==> src/rtl/mc_control_fsm.sv <==
// Multicycle control FSM for the 32-bit MIPS-subset datapath (ALU interface initiator).
// Optional: define MCTRL_BNE_EN to decode bne (opcode 000101) as a branch instead of a trap.
module mc_control_fsm (
    input  logic        clk,
    input  logic        rst,
    input  logic [5:0]  opcode,
    input  logic [5:0]  funct,
    input  logic        alu_zero,
    input  logic        mem_ready,
    output logic        mem_rd,
    output logic        mem_wr,
    output logic        iord,
    output logic        ir_we,
    output logic        pc_we,
    output logic [1:0]  pc_src,
    output logic [1:0]  alusrc_a,
    output logic [1:0]  alusrc_b,
    output logic [3:0]  alusel,
    output logic        regdst,
    output logic        memtoreg,
    output logic        reg_we,
    output logic        err,
    output logic [31:0] instret
);
    typedef enum logic [3:0] {
        FETCH, DECODE, EXEC_R, ALU_WB, EXEC_I, I_WB, MEM_ADDR,
        MEM_RD, MEM_WB, MEM_WR, BRANCH, JUMP, TRAP
    } state_t;

    localparam logic [5:0] OP_R    = 6'b000000;
    localparam logic [5:0] OP_LW   = 6'b100011;
    localparam logic [5:0] OP_SW   = 6'b101011;
    localparam logic [5:0] OP_BEQ  = 6'b000100;
    localparam logic [5:0] OP_ADDI = 6'b001000;
    localparam logic [5:0] OP_J    = 6'b000010;
`ifdef MCTRL_BNE_EN
    localparam logic [5:0] OP_BNE  = 6'b000101;
`endif

    localparam logic [3:0] ALU_ADD = 4'b0001;
    localparam logic [3:0] ALU_SUB = 4'b0010;
    localparam logic [3:0] ALU_AND = 4'b0111;
    localparam logic [3:0] ALU_OR  = 4'b1111;
    localparam logic [3:0] ALU_SLT = 4'b1110;
    localparam logic [3:0] ALU_SLL = 4'b1100;
    localparam logic [3:0] ALU_SRL = 4'b1000;
    localparam logic [3:0] ALU_DEF = 4'b0000;

    state_t     state, nextState;
    logic       retire;
    logic       functOk;
    logic [3:0] rAluSel;
    logic [1:0] rSrcA;
    logic       brTaken;

    // R-type funct decode: operation plus whether A takes rs or shamt
    always_comb begin
        functOk = 1'b1;
        rAluSel = ALU_DEF;
        rSrcA   = 2'd1;
        case (funct)
            6'b100000: rAluSel = ALU_ADD;
            6'b100010: rAluSel = ALU_SUB;
            6'b100100: rAluSel = ALU_AND;
            6'b100101: rAluSel = ALU_OR;
            6'b101010: rAluSel = ALU_SLT;
            6'b000000: begin rAluSel = ALU_SLL; rSrcA = 2'd2; end
            6'b000010: begin rAluSel = ALU_SRL; rSrcA = 2'd2; end
            default:   functOk = 1'b0;
        endcase
    end

`ifdef MCTRL_BNE_EN
    assign brTaken = (opcode == OP_BNE) ? ~alu_zero : alu_zero;
`else
    assign brTaken = alu_zero;
`endif

    always_ff @(posedge clk or posedge rst) begin
        if (rst) begin
            state   <= FETCH;
            instret <= '0;
        end else begin
            state <= nextState;
            if (retire)
                instret <= instret + 32'd1;
        end
    end

    always_comb begin
        nextState = state;
        retire    = 1'b0;
        mem_rd    = 1'b0;
        mem_wr    = 1'b0;
        iord      = 1'b0;
        ir_we     = 1'b0;
        pc_we     = 1'b0;
        pc_src    = 2'd0;
        alusrc_a  = 2'd0;
        alusrc_b  = 2'd0;
        alusel    = ALU_DEF;
        regdst    = 1'b0;
        memtoreg  = 1'b0;
        reg_we    = 1'b0;
        err       = 1'b0;
        case (state)
            FETCH: begin
                mem_rd   = 1'b1;
                alusrc_b = 2'd1;
                alusel   = ALU_ADD;
                ir_we    = mem_ready;
                pc_we    = mem_ready;
                if (mem_ready) nextState = DECODE;
            end
            DECODE: begin
                alusrc_b = 2'd3;
                alusel   = ALU_ADD;
                case (opcode)
                    OP_R:         nextState = functOk ? EXEC_R : TRAP;
                    OP_LW, OP_SW: nextState = MEM_ADDR;
                    OP_BEQ:       nextState = BRANCH;
`ifdef MCTRL_BNE_EN
                    OP_BNE:       nextState = BRANCH;
`endif
                    OP_ADDI:      nextState = EXEC_I;
                    OP_J:         nextState = JUMP;
                    default:      nextState = TRAP;
                endcase
            end
            EXEC_R: begin
                alusrc_a  = rSrcA;
                alusel    = rAluSel;
                nextState = ALU_WB;
            end
            ALU_WB: begin
                regdst    = 1'b1;
                reg_we    = 1'b1;
                retire    = 1'b1;
                nextState = FETCH;
            end
            EXEC_I: begin
                alusrc_a  = 2'd1;
                alusrc_b  = 2'd2;
                alusel    = ALU_ADD;
                nextState = I_WB;
            end
            I_WB: begin
                reg_we    = 1'b1;
                retire    = 1'b1;
                nextState = FETCH;
            end
            MEM_ADDR: begin
                alusrc_a  = 2'd1;
                alusrc_b  = 2'd2;
                alusel    = ALU_ADD;
                nextState = (opcode == OP_SW) ? MEM_WR : MEM_RD;
            end
            MEM_RD: begin
                mem_rd = 1'b1;
                iord   = 1'b1;
                if (mem_ready) nextState = MEM_WB;
            end
            MEM_WB: begin
                memtoreg  = 1'b1;
                reg_we    = 1'b1;
                retire    = 1'b1;
                nextState = FETCH;
            end
            MEM_WR: begin
                mem_wr = 1'b1;
                iord   = 1'b1;
                if (mem_ready) begin
                    retire    = 1'b1;
                    nextState = FETCH;
                end
            end
            BRANCH: begin
                alusrc_a  = 2'd1;
                alusel    = ALU_SUB;
                pc_src    = 2'd1;
                pc_we     = brTaken;
                retire    = 1'b1;
                nextState = FETCH;
            end
            JUMP: begin
                pc_src    = 2'd2;
                pc_we     = 1'b1;
                retire    = 1'b1;
                nextState = FETCH;
            end
            TRAP: err = 1'b1;
            default: nextState = FETCH;
        endcase
        // Reset forces every strobe and select low without waiting for a clock
        if (rst) begin
            mem_rd   = 1'b0;
            mem_wr   = 1'b0;
            iord     = 1'b0;
            ir_we    = 1'b0;
            pc_we    = 1'b0;
            pc_src   = 2'd0;
            alusrc_a = 2'd0;
            alusrc_b = 2'd0;
            alusel   = ALU_DEF;
            regdst   = 1'b0;
            memtoreg = 1'b0;
            reg_we   = 1'b0;
            err      = 1'b0;
        end
    end
endmodule
==> config.mk <==
export PLATFORM = sky130hd
export DESIGN_NAME = mc_control_fsm
export DESIGN_NICKNAME = d
export VERILOG_FILES = /design/src/rtl/mc_control_fsm.sv
export SDC_FILE = /design/constraint.sdc
export NUM_CORES = 1
export LEC_CHECK = 0
export ABC_AREA = 1
export CAP_MARGIN = 20
export CORE_UTILIZATION = 40
export CTS_BUF_LIST = sky130_fd_sc_hd__clkbuf_4 sky130_fd_sc_hd__clkbuf_8
export DETAILED_ROUTE_END_ITERATION = 6
export GPL_TIMING_DRIVEN = 0
export PLACE_DENSITY = 0.73
export SLEW_MARGIN = 25
export SYNTH_ARGS = -nofsm -noshare
export SYNTH_HDL_FRONTEND = slang
export SYNTH_SLANG_ARGS = --single-unit
==> constraint.sdc <==
create_clock -name clk -period 3.6 [get_ports clk]
set_input_delay 0.36 -clock clk [delete_from_list [all_inputs] [get_ports clk]]
set_output_delay 0.36 -clock clk [all_outputs]
set_load 0.02 [all_outputs]
=== After elaboration in Yosys (flattened, before gate mapping) ===
Index checks and enable logic that the tools add are counted.

* Add/sub/neg operators: 1
* Multiply operators: 0
* Divide/modulo/power cells: 0
* Magnitude comparators: 0
* Equality and inequality tests: 26
* Shifts and indexed selects: 0
* Multiplexer cells: 38
* Bitwise gates (word level): 1
* Reductions and logical operators: 14

{| class="wikitable"
|+ Operators with widths
! kind !! number
|-
| 6-bit == test, second input constant || 7
|-
| 32-bit by 1-bit adder with 32-bit output, second input constant || 1
|-
| 4-bit one-hot mux with 8 select lines || 1
|-
| 4-bit one-hot mux with 7 select lines || 1
|-
| 4-bit 2-to-1 mux || 6
|-
| 4-bit == test, second input constant || 5
|-
| 4-bit one-hot mux with 5 select lines || 1
|-
| 1-bit 2-to-1 mux || 19
|-
| 4-bit by 3-bit == test with 1-bit output, second input constant || 4
|-
| 6-bit by 2-bit == test with 1-bit output, second input constant || 2
|-
| 6-bit logical NOT || 2
|-
| 4-bit one-hot mux with 3 select lines || 1
|-
| 2-bit OR reduction || 5
|-
| 4-bit by 2-bit == test with 1-bit output, second input constant || 2
|-
| 2-bit 2-to-1 mux || 4
|-
| 2-bit one-hot mux with 2 select lines || 2
|-
| 7-bit OR reduction || 1
|-
| 6-bit by 3-bit == test with 1-bit output, second input constant || 1
|-
| 6-bit by 4-bit == test with 1-bit output, second input constant || 1
|-
| 2-bit != test, second input constant || 3
|-
| 2-bit one-hot mux with 3 select lines || 1
|-
| 3-bit OR reduction || 2
|-
| 5-bit OR reduction || 1
|-
| 4-bit by 1-bit == test with 1-bit output, second input constant || 1
|-
| 6 further kinds || 6
|}

* Bits in registers: 36
* Bits in latches: 0
* Bits in writable memories: 0
* ROM bits: 0
* Word-level logic and storage cells: 82
* Memories kept: 0

=== Longest topological paths before layout ===
* Word-level depth: 6
* Mapped depth: 11
* Mapped depth without buffers: 11

=== Worst setup path before layout ===
OpenSTA, ideal clock, no wires.

* Kind: input-to-output
* Start point: in rst
* End point: out alusel[2]
* Data arrival time: 1.865 ns
* Data required time: 3.240 ns
* Slack: 1.375 ns
* Stages on the path: 5
* Buffers on the path: 0
* Cell sequence: inv_1 > nand2_1 > nor2_1 > inv_1 > a21oi_1

* Word-level cells in the longest chain between the ends: 1

{| class="wikitable"
|+ Ends and longest elaborated chain
! element !! line !! source
|-
| from (decl) || 5 || <nowiki>input logic rst,</nowiki>
|-
| 4-bit 2-to-1 mux || 195 || <nowiki>if (rst) begin</nowiki>
|-
| to (decl) || 18 || <nowiki>output logic [3:0] alusel,</nowiki>
|}

Every way passes these cells.

=== Worst setup path in the final report ===
* Start point: in funct[5]
* End point: out alusel[1]

* Word-level cells in the longest chain between the ends: 4
* Elaborated cells between the ends (all ways): 10
* Classes of those cells: eq/ne: 6; mux: 3; reduce/logical: 1

{| class="wikitable"
|+ Ends and longest elaborated chain
! element !! line !! source
|-
| from (decl) || 7 || <nowiki>input logic [5:0] funct,</nowiki>
|-
| 6-bit by 2-bit == test with 1-bit output (tied with other cells) || 61 || <nowiki>case (funct)</nowiki>
|-
| 4-bit one-hot mux with 7 select lines * || 61 ||
|-
| 4-bit one-hot mux with 3 select lines * || 106 || <nowiki>case (state)</nowiki>
|-
| 4-bit 2-to-1 mux * || 195 ||
|}

Every way passes the cells marked *; elsewhere a longest branch is shown, timed or not.

==> summary.txt <==
Run status
  • Status: completed

Clock tree
  • H-tree Lvls: 2
  • CTS root buffer: clkbuf_8
  • Clk slew on worst S/H paths: 0.07 ns
  • CTS Buf Count: 5
  • Clock sinks: 36
  • Worst-case clock buffer depth: 2
  • Post-CTS setup buffers: 0
  • Skew-Pair Late Insertion Delay: 0.28 ns
  • CTS tree: built
  • Hold-fix buffers, CTS: 0
  • Post-cts gate resize count: 0

Hold path
  • Worst Hold Class: input port to asynchronous set/reset pin

GRT
  • Grt total ovfl: 0
  • First-pass GRT wire length: 10,320 um
  • Largest net degree at the start of global routing: 26
  • Vias in the first global route: 2,409
  • Initial antenna violation count: 0
  • Gr usage total: 19.79%

Synthesis
  • Area leader, netlist: dfrtp_1
  • Largest cells by area after synthesis: dfrtp_1 36%, nand2_1 16%, nor2_1 7.3%
  • Top_reg_cell synth: dfrtp_1
  • Syn Inst Count: 362
  • Asr flop ratio synth: 100.0%
  • Synthesized area: 2511 um2
  • FF+latch count, synth: 36
  • Ys Warns: 0
  • Area share of the largest cell type after synthesis: 35.87%
  • Cell variety after synth: 32
  • Seq/Total Area, Yosys: 35.87%
  • Number of enable flip-flop cells after synthesis: 0
  • Syn Nets: 379
  • Synth top cells by count: 105 x nand2_1, 49 x nor2_1, 43 x inv_1
  • Most common cell in the netlist: nand2_1
  • Avg Cell Area, Syn: 6.937 um2

Finish
  • Final Non-Filler Cells: 511
  • Nets: 453
  • Ant. Diodes: 0
  • Share of cells above drive strength 1: 8.486%
  • Area Overhead vs Synth: 34.68%

Detailed routing
  • DR pass1 iterations: 4
  • Met1 Routed Length: 2754 um
  • Met2 WL: 2923 um
  • DRT iter0 DRCs: 154
  • Vias: 2,533
  • Routed Antenna Nets: 0
  • Routed length on met3: 276 um
  • DRC Markers: 0
  • Top Layer Used: met4
  • WL/cell: 11.77 um
  • Routed Wire Length: 6015 um
  • Vias/cell: 4.957

Timing
  • Worst clock skew: 0.004974 ns
  • Slew headroom: 75.73%
  • # setup viols final: 0
  • Max-slew violation count: 0
  • Fin Hold WS: 0.4559 ns
  • FMAX: 361.4 MHz
  • Final Hold Viols: 0
  • Final Critical Period: 2.767 ns
  • Final worst path period share: 76.86%
  • Slew @ Worst Pin: 0.3640 ns
  • RSZ-0062 raised after global routing: false
  • Total Negative Setup Slacks: 0 ns

Setup path
  • Worst setup SP type: input port
  • Critical Path Sink Type: output pin
  • CP max FO: 5
  • Arr. time, crit path: 2.41 ns
  • FF-to-FF path depth: 8
  • Required @ worst endpoint: 3.24 ns
  • Worst setup path class: input port to output pin

Placement
  • DPL Wire Length: 4846 um
  • Port Buffer Count: 66
  • Routability Congestion: 0.8278
  • Placed Instances: 504

Floorplan
  • Std-Cell Rows: 28
  • Die Height: 81.24 um
  • Die span in x: 81.24 um
  • IO Pins: 67
  • Initial core utilization: 41.92%
  • CORE AREA: 5991 um2
  • Total die area: 6599 um2

Pwr
  • Leak pwr: 1.568 nW
  • Power Total: 0.001582 W
  • Peak supply drop: 0.2100 mV
  • Power Density: 467.7 nW/um2

Flow run
  • MaxCap Viol Count: 0
## power breakdown
part / total (W) / switching (W) / internal, W / leakage, nW
registers: 0.000534 / 0.0000731 / 0.000461 / 0.420
logic: 0.000743 / 0.000450 / 0.000293 / 1.10
clock network: 0.000305 / 0.000135 / 0.000170 / 0.0503
## worst paths after layout
path	start	endpoint	slack, ns
max	funct[5]	alusel[1]	0.83
min	rst	instret[15]$_DFFE_PP0P_	0.46
max reg2reg	instret[0]$_DFFE_PP0P_	instret[26]$_DFFE_PP0P_	1.89
min reg2reg	instret[6]$_DFFE_PP0P_	instret[6]$_DFFE_PP0P_	0.52
max in group asynchronous	rst	instret[23]$_DFFE_PP0P_	2.70
min in group clk	instret[6]$_DFFE_PP0P_	instret[6]$_DFFE_PP0P_	0.52
## per-stage QoR
step                utilization, %  setup slack (ns)  area, um2
finish                       56.45            0.8330       3382
global route                 56.45            0.5836       3382
CTS                          56.45            0.7818       3382
detailed placement           54.85            0.7945       3286
global placement             54.51           0.09783       3266
floorplan                        -             1.375       2511
## area by class of cell
class	count	area (um2)
fill	555	2609
multi-input combinational	275	1400
sequential	36	900.9
timing repair buffer	67	680.7
inverter	47	176.4
clock buffer	7	96.34
tap	75	93.84
buffer	4	33.78
## sequential cells by signal, indices dropped and copies added, names as in the netlist
signal   cells
instret     32
state        4
## cell usage in the layout (no fill, tap or decap), types with 5 or more instances in the layout
cell type and count:
a21oi_1 8, inv_1 42, inv_2 5, xor2_1 16, nor2_4 5, nor3_1 14, clkdlybuf4s50_1 66, dfrtp_1 36
nor2_2 7, xnor2_1 9, nand2_1 105, clkbuf_8 7, nor2_1 49, o21ai_1 5, o21ai_0 6, nand3_1 23
nand4_1 7
## cell families (layout without fill, tap and decap cells)
family	Yosys count	count (layout)	synth area share, %
and+or+nand+nor	222	222	40.51
buffers and inverters	51	125	8.370
DFF	36	36	35.87
AOI/OAI and AO/OA	27	27	6.029
xor gates and xnor gates	25	25	8.719
adders and majority gates	1	1	0.4982
## worst max-delay path, cell delays in order
cell and delay (ns):
clkdlybuf4s50_1 0.48, inv_1 0.04, nor2_1 0.23, nand2_1 0.11, o21ai_0 0.29, o21ai_0 0.14, a21oi_1 0.14, clkdlybuf4s50_1 0.61
## per-layer routing
metal | vias up | global-route usage, %
met3 | 6 | 3.483
li1 | 1297 | -
met4 | 0 | 5.357
met2 | 78 | 34.54
met1 | 1152 | 24.93
met5 | - | 0
(Power assumes the default switching activity.)
